$ cat src/rtl/ec_pkg.sv
// Shared types and helpers for the erasure-coding bitmatrix MAC datapath.
package ec_pkg;

  localparam int EC_W             = 4;
  localparam int EC_PACKET_LENGTH = 2;
  localparam int EC_K_MIN         = 2;
  localparam int EC_K_MAX         = 128;
  localparam int EC_KW            = $clog2(EC_K_MAX + 1);

  // One data packet word, a W-word chunk/parity, and a W x W bitmatrix tile
  typedef logic [EC_PACKET_LENGTH-1:0] word_t;
  typedef word_t [EC_W-1:0]            chunk_t;
  typedef logic [EC_W-1:0][EC_W-1:0]   tile_t;
  typedef logic [EC_KW-1:0]            kcnt_t;

  // Input-side frame state: no frame open, accumulating, final chunk taken
  typedef enum logic [1:0] {
    IDLE = 2'd0,
    ACC  = 2'd1,
    DONE = 2'd2
  } mac_state_e;

  // Clamp a requested chunk count into the legal range
  function automatic kcnt_t clamp_k(input kcnt_t k, input kcnt_t kmin, input kcnt_t kmax);
    if (k < kmin) return kmin;
    if (k > kmax) return kmax;
    return k;
  endfunction

  // True when a requested chunk count had to be clamped
  function automatic logic k_out_of_range(input kcnt_t k, input kcnt_t kmin, input kcnt_t kmax);
    return (k < kmin) || (k > kmax);
  endfunction

endpackage

$ cat src/rtl/bm_tile_mult.sv
// GF(2) tile product: output word j is the XOR of every data packet i whose
// select bit bitmatrix_cols[j][i] is set. Purely combinational.
module bm_tile_mult
  import ec_pkg::*;
(
  input  tile_t  bitmatrix_cols_i,
  input  chunk_t data_packet_i,
  output chunk_t prod_o
);

  generate
    for (genvar gi = 0; gi < EC_W; gi++) begin : g_col
      word_t col_x;

      // AND-mask each packet with its select bit, then XOR-reduce the column
      always_comb begin
        col_x = '0;
        for (int i = 0; i < EC_W; i++) begin
          col_x = col_x ^ (data_packet_i[i] & {EC_PACKET_LENGTH{bitmatrix_cols_i[gi][i]}});
        end
      end

      assign prod_o[gi] = col_x;
    end
  endgenerate

endmodule

$ cat src/rtl/bm_mac_unit.sv
// Bitmatrix multiply-accumulate engine: XOR-accumulates k tile products and
// presents one parity chunk per frame. Optional macro BM_MAC_PIPE_EN inserts a
// register stage between the tile multiply and the accumulator.
module bm_mac_unit
  import ec_pkg::*;
#(
  parameter int W             = EC_W,
  parameter int PACKET_LENGTH = EC_PACKET_LENGTH,
  parameter int K_MIN         = EC_K_MIN,
  parameter int K_MAX         = EC_K_MAX,
  localparam int KW           = $clog2(K_MAX + 1)
) (
  input  logic                              clk,
  input  logic                              rst_n,
  input  logic [KW-1:0]                     k_cfg,
  input  logic                              in_valid,
  output logic                              in_ready,
  input  logic [W-1:0][W-1:0]               bitmatrix_cols,
  input  logic [W-1:0][PACKET_LENGTH-1:0]   data_packet,
  output logic                              out_valid,
  input  logic                              out_ready,
  output logic [W-1:0][PACKET_LENGTH-1:0]   parity_packet,
  output logic                              cfg_err,
  output logic                              busy
);

  mac_state_e state_q, state_d;
  logic [KW-1:0] cnt_q, cnt_d;
  logic [KW-1:0] k_lat_q, k_lat_d;
  logic [W-1:0][PACKET_LENGTH-1:0] acc_q, acc_d;
  logic [W-1:0][PACKET_LENGTH-1:0] result_q, result_d;
  logic out_valid_q, out_valid_d;
  logic cfg_err_q, cfg_err_d;

  chunk_t prod;
  logic   in_ready_int;
  logic   accept, first_chunk, final_accept;
  logic [KW-1:0] k_eff;
  logic   feed_valid, feed_last;
  logic [W-1:0][PACKET_LENGTH-1:0] feed_prod;
  logic   stage_busy;

  bm_tile_mult u_tile_mult (
    .bitmatrix_cols_i (bitmatrix_cols),
    .data_packet_i    (data_packet),
    .prod_o           (prod)
  );

  // A frame is open only in ACC; IDLE and DONE both mean the next accept is a first chunk
  assign first_chunk  = (state_q != ACC);
  assign k_eff        = first_chunk ? clamp_k(k_cfg, kcnt_t'(K_MIN), kcnt_t'(K_MAX)) : k_lat_q;
  assign accept       = in_valid && in_ready_int;
  assign final_accept = accept && (cnt_q == k_eff - KW'(1));

`ifdef BM_MAC_PIPE_EN
  logic stg_valid_q, stg_last_q;
  logic [W-1:0][PACKET_LENGTH-1:0] stg_prod_q;
  logic advance;

  // Stage stalls only when it holds a last product that cannot yet overwrite a pending result
  assign advance      = !(stg_valid_q && stg_last_q && out_valid_q && !out_ready);
  assign in_ready_int = advance;
  assign feed_valid   = stg_valid_q && advance;
  assign feed_last    = stg_last_q;
  assign feed_prod    = stg_prod_q;
  assign stage_busy   = stg_valid_q;

  // Product/last-flag register between the multiplier and the accumulator
  always_ff @(posedge clk) begin
    if (!rst_n) begin
      stg_valid_q <= 1'b0;
      stg_last_q  <= 1'b0;
      stg_prod_q  <= '0;
    end else if (advance) begin
      stg_valid_q <= accept;
      stg_last_q  <= final_accept;
      stg_prod_q  <= prod;
    end
  end
`else
  assign in_ready_int = !out_valid_q || out_ready;
  assign feed_valid   = accept;
  assign feed_last    = final_accept;
  assign feed_prod    = prod;
  assign stage_busy   = 1'b0;
`endif

  // State register plus counter, accumulator and result registers
  always_ff @(posedge clk) begin
    if (!rst_n) begin
      state_q     <= IDLE;
      cnt_q       <= '0;
      k_lat_q     <= '0;
      acc_q       <= '0;
      result_q    <= '0;
      out_valid_q <= 1'b0;
      cfg_err_q   <= 1'b0;
    end else begin
      state_q     <= state_d;
      cnt_q       <= cnt_d;
      k_lat_q     <= k_lat_d;
      acc_q       <= acc_d;
      result_q    <= result_d;
      out_valid_q <= out_valid_d;
      cfg_err_q   <= cfg_err_d;
    end
  end

  // Next state and next datapath values
  always_comb begin
    state_d     = state_q;
    cnt_d       = cnt_q;
    k_lat_d     = k_lat_q;
    acc_d       = acc_q;
    result_d    = result_q;
    out_valid_d = out_valid_q && !out_ready;
    cfg_err_d   = 1'b0;

    if (accept) begin
      state_d = final_accept ? DONE : ACC;
      cnt_d   = final_accept ? '0 : cnt_q + KW'(1);
      if (first_chunk) begin
        k_lat_d   = k_eff;
        cfg_err_d = k_out_of_range(k_cfg, kcnt_t'(K_MIN), kcnt_t'(K_MAX));
      end
    end else if (state_q == DONE && out_valid_q && out_ready && !(feed_valid && feed_last)) begin
      state_d = IDLE;
    end

    // The accumulator is zero at every frame start, so XOR covers the first chunk too
    if (feed_valid) begin
      if (feed_last) begin
        result_d    = acc_q ^ feed_prod;
        acc_d       = '0;
        out_valid_d = 1'b1;
      end else begin
        acc_d = acc_q ^ feed_prod;
      end
    end
  end

  // Output drive from registered state
  always_comb begin
    in_ready      = in_ready_int;
    out_valid     = out_valid_q;
    parity_packet = result_q;
    cfg_err       = cfg_err_q;
    busy          = (cnt_q != '0) || out_valid_q || stage_busy;
  end

endmodule

$ cat config.mk
export PLATFORM = sky130hd
export DESIGN_NAME = bm_mac_unit
export DESIGN_NICKNAME = d
export VERILOG_FILES = /design/src/rtl/ec_pkg.sv /design/src/rtl/bm_tile_mult.sv /design/src/rtl/bm_mac_unit.sv
export SDC_FILE = /design/constraint.sdc
export NUM_CORES = 1
export LEC_CHECK = 0
export ABC_AREA = 1
export CAP_MARGIN = 40
export CORE_MARGIN = 2
export CORE_UTILIZATION = 45
export CTS_CLUSTER_SIZE = 10
export DETAILED_ROUTE_END_ITERATION = 10
export PLACE_DENSITY = 0.81
export REMOVE_ABC_BUFFERS = 1
export SETUP_SLACK_MARGIN = 0.4
export SYNTH_ARGS = -nofsm -noshare
export SYNTH_HDL_FRONTEND = slang
export SYNTH_HIERARCHICAL = 1
export SYNTH_SLANG_ARGS = --single-unit
$ cat constraint.sdc
create_clock -name clk -period 2.8 [get_ports clk]
set_clock_uncertainty 0.1 [all_clocks]
set_input_delay 0.42 -clock clk [delete_from_list [all_inputs] [get_ports clk]]
set_output_delay 0.42 -clock clk [all_outputs]
set_load 0.005 [all_outputs]
### Yosys cells after proc, flatten, opt, wreduce, memory -nomap -nowiden

Cells that the tools add are included.

* register bits after elaboration: 36
* output and inout bits: 12
* bits of input ports: 36

* reductions and logical operators: 18
* magnitude comparators: 2
* equality and inequality tests: 3
* add/subtract/negate cells: 2
* mux-type cells: 15
* bitwise logic cells: 29

Operators with widths (count)
* $mux 8: 7
* $and 2x2->2: 16
* $xor 2x2->2: 12
* $add 8x1->8 const B: 1
* $eq 8x8->1: 1
* $gt 8x8->1 const B: 1
* $lt 8x2->1 const B: 1
* $reduce_bool 8->1: 1
* $sub 8x1->8 const B: 1
* $xor 8x8->8: 1
* $logic_and 1x1->1: 7
* $mux 2: 3
* $mux 1: 5
* $reduce_and 2->1: 2
* $logic_not 1->1: 3
* $logic_or 1x1->1: 3
* $reduce_and 3->1: 1
* $eq 2x2->1 const B: 1
* $ne 2x1->1 const B: 1
* $reduce_bool 2->1: 1

### Longest topological paths before layout

Gate-level depths: netlist of run 1.

* depth after elaboration: 14
* gate-level depth with buffers: 20
* gate-level depth less buffers: 20

### Cells and area by module

Netlist of run 1, hierarchy kept.

By module, submodules not included
* bm_mac_unit: cells an instance 308, area an instance 2038.2 sq um, times used 1
* bm_tile_mult: cells an instance 126, area an instance 525.5 sq um, times used 1

### Least setup slack after synthesis of run 1

OpenSTA, ideal clock, no wires.

* kind: input -> register
* start point: in k_cfg[1]
* end point: reg result_q (netlist bit parity_packet[0])
* setup time: 0.113 ns
* path buffers: 1
* path slack: 0.293 ns
* required time: 2.587 ns
* stages on the path: 16
* arrival time: 2.294 ns
* cells stage by stage: nor2_2 nand2_1 o21ai_4 nand3_1 nand2_1 inv_1 ha_1 xor2_1 nand3_1 a21oi_1 nand2_1 nor2_4 nand4_2 buf_2 nor2_1 nor2_1

* cells in the longest elaborated chain, start to end: 10

Ends and longest elaborated chain
* from (decl): RTL line bm_mac_unit.sv:15 `input logic [KW-1:0] k_cfg,`
* $gt 8x8->1: RTL line ec_pkg.sv:26 `if (k > kmax) return kmax;`
* $mux 1 (2 in a row): RTL line ec_pkg.sv:26
* $mux 8: RTL line ec_pkg.sv:27 `return k;`
* $mux 8 *: RTL line ec_pkg.sv:26
* $mux 8 *: RTL line bm_mac_unit.sv:51 `assign k_eff = first_chunk ? clamp_k(k_cfg, kcnt_t'(K_MIN), kcnt_t'(K_MAX)) : k_lat_q;`
* $sub 8x1->8 *: RTL line bm_mac_unit.sv:53 `assign final_accept = accept && (cnt_q == k_eff - KW'(1));`
* $eq 8x8->1 *: RTL line bm_mac_unit.sv:53
* $logic_and 1x1->1 *: RTL line bm_mac_unit.sv:53
* $reduce_and 2->1 (no source line) *
* to (signal assigned): RTL line bm_mac_unit.sv:103 `result_q <= result_d;`
* to (decl): RTL line bm_mac_unit.sv:31 `logic [W-1:0][PACKET_LENGTH-1:0] result_q, result_d;`

Every way passes the cells marked *; elsewhere a longest branch is shown, timed or not. The select of a mux whose other input is x is not followed.
A chain may end at the register's enable or synchronous reset.

### Worst setup path after layout of run 1

* start point: reg state_q[1]
* end point: reg acc_q[0] in the netlist's numbering

* cells in the longest elaborated chain, start to end: 6

Ends and longest elaborated chain
* from (decl): RTL line bm_mac_unit.sv:27 `mac_state_e state_q, state_d;`
* from (signal assigned): RTL line bm_mac_unit.sv:99 `state_q <= state_d;`
* $ne 2x1->1: RTL line bm_mac_unit.sv:50 `assign first_chunk = (state_q != ACC);`
* $mux 8: RTL line bm_mac_unit.sv:51
* $sub 8x1->8: RTL line bm_mac_unit.sv:53
* $eq 8x8->1: RTL line bm_mac_unit.sv:53
* $logic_and 1x1->1: RTL line bm_mac_unit.sv:53
* $mux 8: RTL line bm_mac_unit.sv:132 `if (feed_last) begin`
* to (signal assigned): RTL line bm_mac_unit.sv:94 `acc_q <= '0;`
* to (signal assigned): RTL line bm_mac_unit.sv:102 `acc_q <= acc_d;`
* to (decl): RTL line bm_mac_unit.sv:30 `logic [W-1:0][PACKET_LENGTH-1:0] acc_q, acc_d;`

No other way between the ends.

==> results of run 1 <==
==> layout make-up <==
type                            instances  area share (%)
Multi-Input combinational cell        320            44.6
Timing Repair Buffer                  104            24.6
Sequential cell                        36            19.1
Inverter                               64            6.39
Tap cell                               72            2.37
Clock buffer                            5            1.81
Clock inverter                          3            1.22
==> cell families after synthesis <==
family / count (synthesis) / share of synthesized area [%]
buffers and inverters: 79 / 12.9
AOI/OAI and AO/OA: 34 / 7.17
and+or+nand+nor: 268 / 45.6
DFF: 36 / 28.1
adders and majority gates: 3 / 1.46
xor gates and xnor gates: 14 / 4.78
==> cell usage after synthesis, drive strengths merged <==
master	number	area (µm²)
a211oi	1	7.51
a21oi	22	110
buf	11	75.1
clkbuf	4	15.0
dfxtp	36	721
ha	3	37.5
inv	64	240
nand2	145	549
nand3	60	340
nand4	6	43.8
nor2	55	224
nor3	1	5.00
nor4	1	6.26
o21ai	11	66.3
xnor2	6	52.6
xor2	8	70.1
==> registers in the layout, indices dropped and copies added, names as in the netlist <==
register,flops
k_lat_q,8
cfg_err,1
out_valid,1
acc_q,8
parity_packet,8
state_q,2
cnt_q,8
==> final timing paths <==
path | end | slack, ps | cells after the start
setup reg to reg | acc_q[0] | 220 | 15
hold reg to reg | k_lat_q[7] | 350 | 2
setup / recovery | acc_q[0] | 220 | 15
hold / removal | k_lat_q[7] | 350 | 2
==> through the flow <==
| stage | util (%) | cells | area, µm² | hold slack, ps |
|---|---|---|---|---|
| final | 69.0 | 604 | 3800 | 355 |
| after global routing | 69.0 | 604 | 3800 | 401 |
| after CTS | 64.7 | 594 | 3560 | 356 |
| after detailed placement | 58.1 | 560 | 3200 | 345 |
| after global placement | 58.1 | 560 | 3200 | 342 |
| after floorplan | - | 419 | 2470 | 329 |
==> power groups by stage <==
stage / logic, W / clock network, W / registers (W)
finish: 0.000483 / 0.000481 / 0.000557
global route: 0.000522 / 0.000507 / 0.000559
CTS: 0.000408 / 0.000483 / 0.000556
detailed placement: 0.000369 / 0 / 0.000567
global placement: 0.000359 / 0 / 0.000566
floorplan: 0.000220 / 0 / 0.000563
==> worst register-to-register path: cells and delay by family, from the launching register on <==
family / cells / cell delay [ps]
adders and majority gates: 1 / 260
and+or+nand+nor: 8 / 980
AOI/OAI and AO/OA: 2 / 240
xor gates and xnor gates: 1 / 140
buffers and inverters: 3 / 360
DFF: 1 / 370
==> repair_timing <==
item                                    4_1_cts  5_1_grt
cloned                                        1        1
endpoints found under the setup margin       27       29
gates resized for setup                      51       60
buffers inserted                             25        9
pin swaps                                    15       23
==> per-layer routing <==
| metal | GRT usage [%] | vias to the layer above | wire, µm |
|---|---|---|---|
| li1 | - | 1543 | - |
| met1 | 31.2 | 1431 | 3620 |
| met2 | 42.9 | 158 | 4110 |
| met3 | 4.86 | 53 | 561 |
| met4 | 10.2 | 0 | 442 |
| met5 | 0 | - | 0 |
==> impl_metrics.ini, run 1 <==
[status]
status = completed

[synth]
yosys_register_bits = 36
synth_cell_types = 26
synth_seq_area_share_pct = 28.1
syn_inst = 434
avgSynthCellArea_um2 = 5.91
synth_area_um2 = 2560
ys.warnings.count = 6

[worst_hold_path]
hp-class = flip-flop to flip-flop
worstHoldStart = k_lat_q[7]

[global_route]
grt_usage_pct = 25.3
gr-total-overflow = 0
grt_pass1_wl_um = 12700
grt_max_degree = 16
grt_pass1_vias = 2828
antenna_found_initial = 0

[power_and_ir_drop]
switching_share_pct = 33.1
leakage_nw = 1.94
comb_power_share_pct = 31.7
internal_power_w = 0.00102
ir_worst_vdd_mv = 0.293
seq_power_share_pct = 36.6
p_clk_share_pct = 31.6
power_density_nw_per_um2 = 400
total_power_w = 0.00152
p_sw_w = 0.000504

[sta]
fmax_ghz = 0.387
setup_viol = 0
rsz0062_at_grt = yes
setup_tns_ps = 0
hold_viol = 0
max-slew-margin-rel_pct = 63.7
postLayoutSetupSlackWorst_ps = 216
drv_slew = 0
fin_crit_sh_pct = 92.3
worst_pin_slew_ps = 544
min_period_ps = 2580

[clocking]
insertion_delay_ps = 300
htreeDepth = 2
ctsLongestPathBuffers = 2
cts_root_buffer = clkbuf_8
cts_hold_buffers = 0
cts_tree = built
cts.sinks = 36
cts_buffers = 5
clk_pin_slew_ps = 80

[worst_setup_path]
crit_path_max_incr_delay_ps = 370
worstSetupPathType = flip-flop to flip-flop
critPathBufInv = 3
crit_path_start_kind = flip-flop
crit_family = simple AND/OR/NAND/NOR gates
cp_slowest_cell = dfxtp_4
crit_path_start = state_q[1]
cp-end-kind = flip-flop
reg2reg_from = state_q[1]
critPathMaxFanout = 5
cp_cell_sequence = nor2_4 > buf_6 > nand2_2 > nand2_2 > inv_2 > ha_4 > xor2_1 > nand3_1 > a21oi_2 > nand2_2 > nor2_4 > buf_4 > nand3_2 > nand3_1 > a21oi_1
critPathMostFrequentCell = nand2_2
crit_required_ps = 2860
critPathArrivalTime_ps = 2650

[placed_design]
io_buffers = 47
dp_hpwl_um = 4890
gp_congestion = 0.878
place_ws_ps = -293

[layout]
final_cell_mix = nand2_1, inv_1, nand3_1, buf_4, nor2_1
area_growth_pct = 48.3
fillCellCount = 414
final_common_cell = nand2_1
insertedDiodeCount = 0
seq_area_um2 = 726
final_nets = 570
drive_above_1_share_pct = 26.5
multi_input_area_um2 = 1690

[routing]
drcViolationCount = 0
wirelength_um = 8740
dr_total_vias = 3185
drtIter0Drc = 307
firstDrtPassIters = 5
via_per_inst = 5.27
ant_nets = 0
wl_per_cell_um = 14.5

[floorplan]
fp-row-count = 27
coreArea_um2 = 5510
die_w_um = 79.5
initial_core_util_pct = 46.6
num_io_pins = 48
die_area_um2 = 6320
fp.dieH_um = 79.5

[flow_run]
maxCapViolCount = 0
(Power assumes the default switching activity.)
==> inputs of run 2 (changes only) <==
--- a/config.mk
+++ b/config.mk
@@ -11,10 +11,10 @@
 export CORE_UTILIZATION = 45
 export CTS_CLUSTER_SIZE = 10
 export DETAILED_ROUTE_END_ITERATION = 10
-export PLACE_DENSITY = 0.81
+export PLACE_DENSITY = 0.82
 export REMOVE_ABC_BUFFERS = 1
 export SETUP_SLACK_MARGIN = 0.4
+export SKIP_CTS_REPAIR_TIMING = 1
 export SYNTH_ARGS = -nofsm -noshare
 export SYNTH_HDL_FRONTEND = slang
-export SYNTH_HIERARCHICAL = 1
 export SYNTH_SLANG_ARGS = --single-unit
==> impl_metrics.ini, run 2 <==
[global_route]
gr-usage-met1_pct = 26.8
antenna_found_initial = 0
gr-total-overflow = 0
top_usage_layer = met2
met2_usage_pct = 39.4
grt_usage_pct = 22.1
grt.met3_usage_pct = 3.02
grt_pass1_wl_um = 10900
grt_max_degree = 24
grt_pass1_vias = 2587

[clocking]
ctsLongestPathBuffers = 2
htreeDepth = 2
cts_buffers = 5
cts.sinks = 36
clk_pin_slew_ps = 80
cts_tree = built
cts_root_buffer = clkbuf_8
insertion_delay_ps = 300

[worst_setup_path]
critPathArrivalTime_ps = 2700
crit_path_start_kind = flip-flop
cp-end-kind = flip-flop
critPathMaxFanout = 14
r2r_slack_ps = 240
crit_required_ps = 2930
worstSetupPathType = flip-flop to flip-flop

[layout]
fin_cells = 519
final_nets = 487
final_cell_mix = nand2_1, clkdlybuf4s50_1, nor2_1, dfxtp_1
insertedDiodeCount = 0
drive_above_1_share_pct = 23.8
area_growth_pct = 42.7
final_common_cell = nand2_1

[sta]
postLayoutSetupSlackWorst_ps = 235
fin_crit_sh_pct = 91.6
max-slew-margin-rel_pct = 54.9
drv_slew = 0
worst_pin_slew_ps = 675
setup_tns_ps = 0
rsz0062_at_grt = yes
hold_viol = 0
fmax_ghz = 0.390
min_period_ps = 2560
setup_viol = 0

[synth]
synth_enable_flop_cells = 0
synthDominantCellAreaShare_pct = 29.5
ys_async_sr_fraction_pct = 0
synth_ff_type = dfxtp_1
synth_area_leaders = dfxtp_1, nand2_1, xnor2_1
yosysMostFrequentCell = nand2_1
synth_commonest_cells = nand2_1, nand3_1, nor2_1
yosysTopAreaCell = dfxtp_1
synth_cell_types = 30
syn_inst = 373
synth_area_um2 = 2440
yosys_register_bits = 36
ys.warnings.count = 0
synth_seq_area_share_pct = 29.5
avgSynthCellArea_um2 = 6.55

[worst_hold_path]
hp-class = flip-flop to flip-flop

[floorplan]
die_area_um2 = 6040
coreArea_um2 = 5170
fp-row-count = 26
die_w_um = 77.7
num_io_pins = 48
fp.dieH_um = 77.7
initial_core_util_pct = 47.2

[routing]
ant_nets = 0
dr_total_vias = 2717
drtIter0Drc = 142
wl_per_cell_um = 13.5
drcViolationCount = 0
firstDrtPassIters = 4
via_per_inst = 5.24
wirelength_um = 7020

[power_and_ir_drop]
comb_power_share_pct = 33.8
p_sw_w = 0.000510
internal_power_w = 0.000971
leakage_nw = 1.48
ir_worst_vdd_mv = 0.278
p_clk_share_pct = 28.2
power_density_nw_per_um2 = 425
switching_share_pct = 34.4
seq_power_share_pct = 38.0

[placed_design]
dp_cells = 505
place_ws_ps = -426
dp_hpwl_um = 4930
gp_congestion = 0.902
io_buffers = 47

[flow_run]
maxCapViolCount = 0

[status]
status = completed
-- run 2: final cells by class --
type | instances | area (µm²)
clock buffer | 6 | 82.6
clock inverter | 2 | 13.8
fill | 400 | 1690
inverter | 40 | 155
multi-input combinational | 289 | 1700
sequential | 36 | 723
tap | 70 | 87.6
timing repair buffer | 76 | 721
-- run 2: through the flow --
stage               power (W)  util (%)  cell area [µm²]  hold slack, ps
global route          0.00155      67.4             3490             395
CTS                   0.00140      62.8             3250             378
finish                0.00148      67.4             3490             385
floorplan            0.000842         -             2400             342
global placement     0.000984      60.9             3150             362
detailed placement    0.00100      60.9             3150             366
-- run 2: power groups by stage --
| stage | sequential, W | clock (W) | combinational, W |
|---|---|---|---|
| after floorplan | 0.000568 | 0 | 0.000273 |
| after global placement | 0.000571 | 0 | 0.000413 |
| after detailed placement | 0.000573 | 0 | 0.000428 |
| after CTS | 0.000561 | 0.000408 | 0.000430 |
| after global routing | 0.000565 | 0.000435 | 0.000548 |
| final | 0.000562 | 0.000418 | 0.000501 |
-- run 2: layer usage --
| layer | wire (µm) | up-vias | part of all wire (%) |
|---|---|---|---|
| li1 | - | 1344 | - |
| met1 | 2990 | 1241 | 43 |
| met2 | 3500 | 113 | 50 |
| met3 | 383 | 19 | 5.5 |
| met4 | 149 | 0 | 2.1 |
| met5 | 0 | - | 0 |
-- run 2: final timing paths --
check	start	end	depth (start not counted)
worst max-delay path	state_q[0]	parity_packet[0]	19
worst min-delay path	k_lat_q[7]	k_lat_q[7]	2
worst max register to register	state_q[0]	parity_packet[0]	19
worst min register to register	k_lat_q[7]	k_lat_q[7]	2
-- run 2: worst max-delay path, stage by stage (launching register included) --
cell and delay [ps]:
dfxtp_2 330, inv_2 100, nor2_8 80, inv_6 90, nand3_2 90, nand2_1 120, inv_2 70, ha_4 170
xnor2_2 170, inv_1 80, nand3_2 70, nand2_1 50, nor2_1 110, nand3_1 130, nor2_4 150, nand4_4 170
nor2_4 140, buf_12 140, nor2_1 40, nor2_1 90
-- run 2: logic make-up (layout without fill, tap and decap cells) --
logic type | count (synthesis) | in the layout | synth area share (%)
and+or+nand+nor | 213 | 214 | 40.2
buffers and inverters | 49 | 124 | 7.99
adders and majority gates | 3 | 3 | 1.54
DFF | 36 | 36 | 29.5
AOI/OAI and AO/OA | 37 | 37 | 8.19
xor gates and xnor gates | 35 | 35 | 12.5
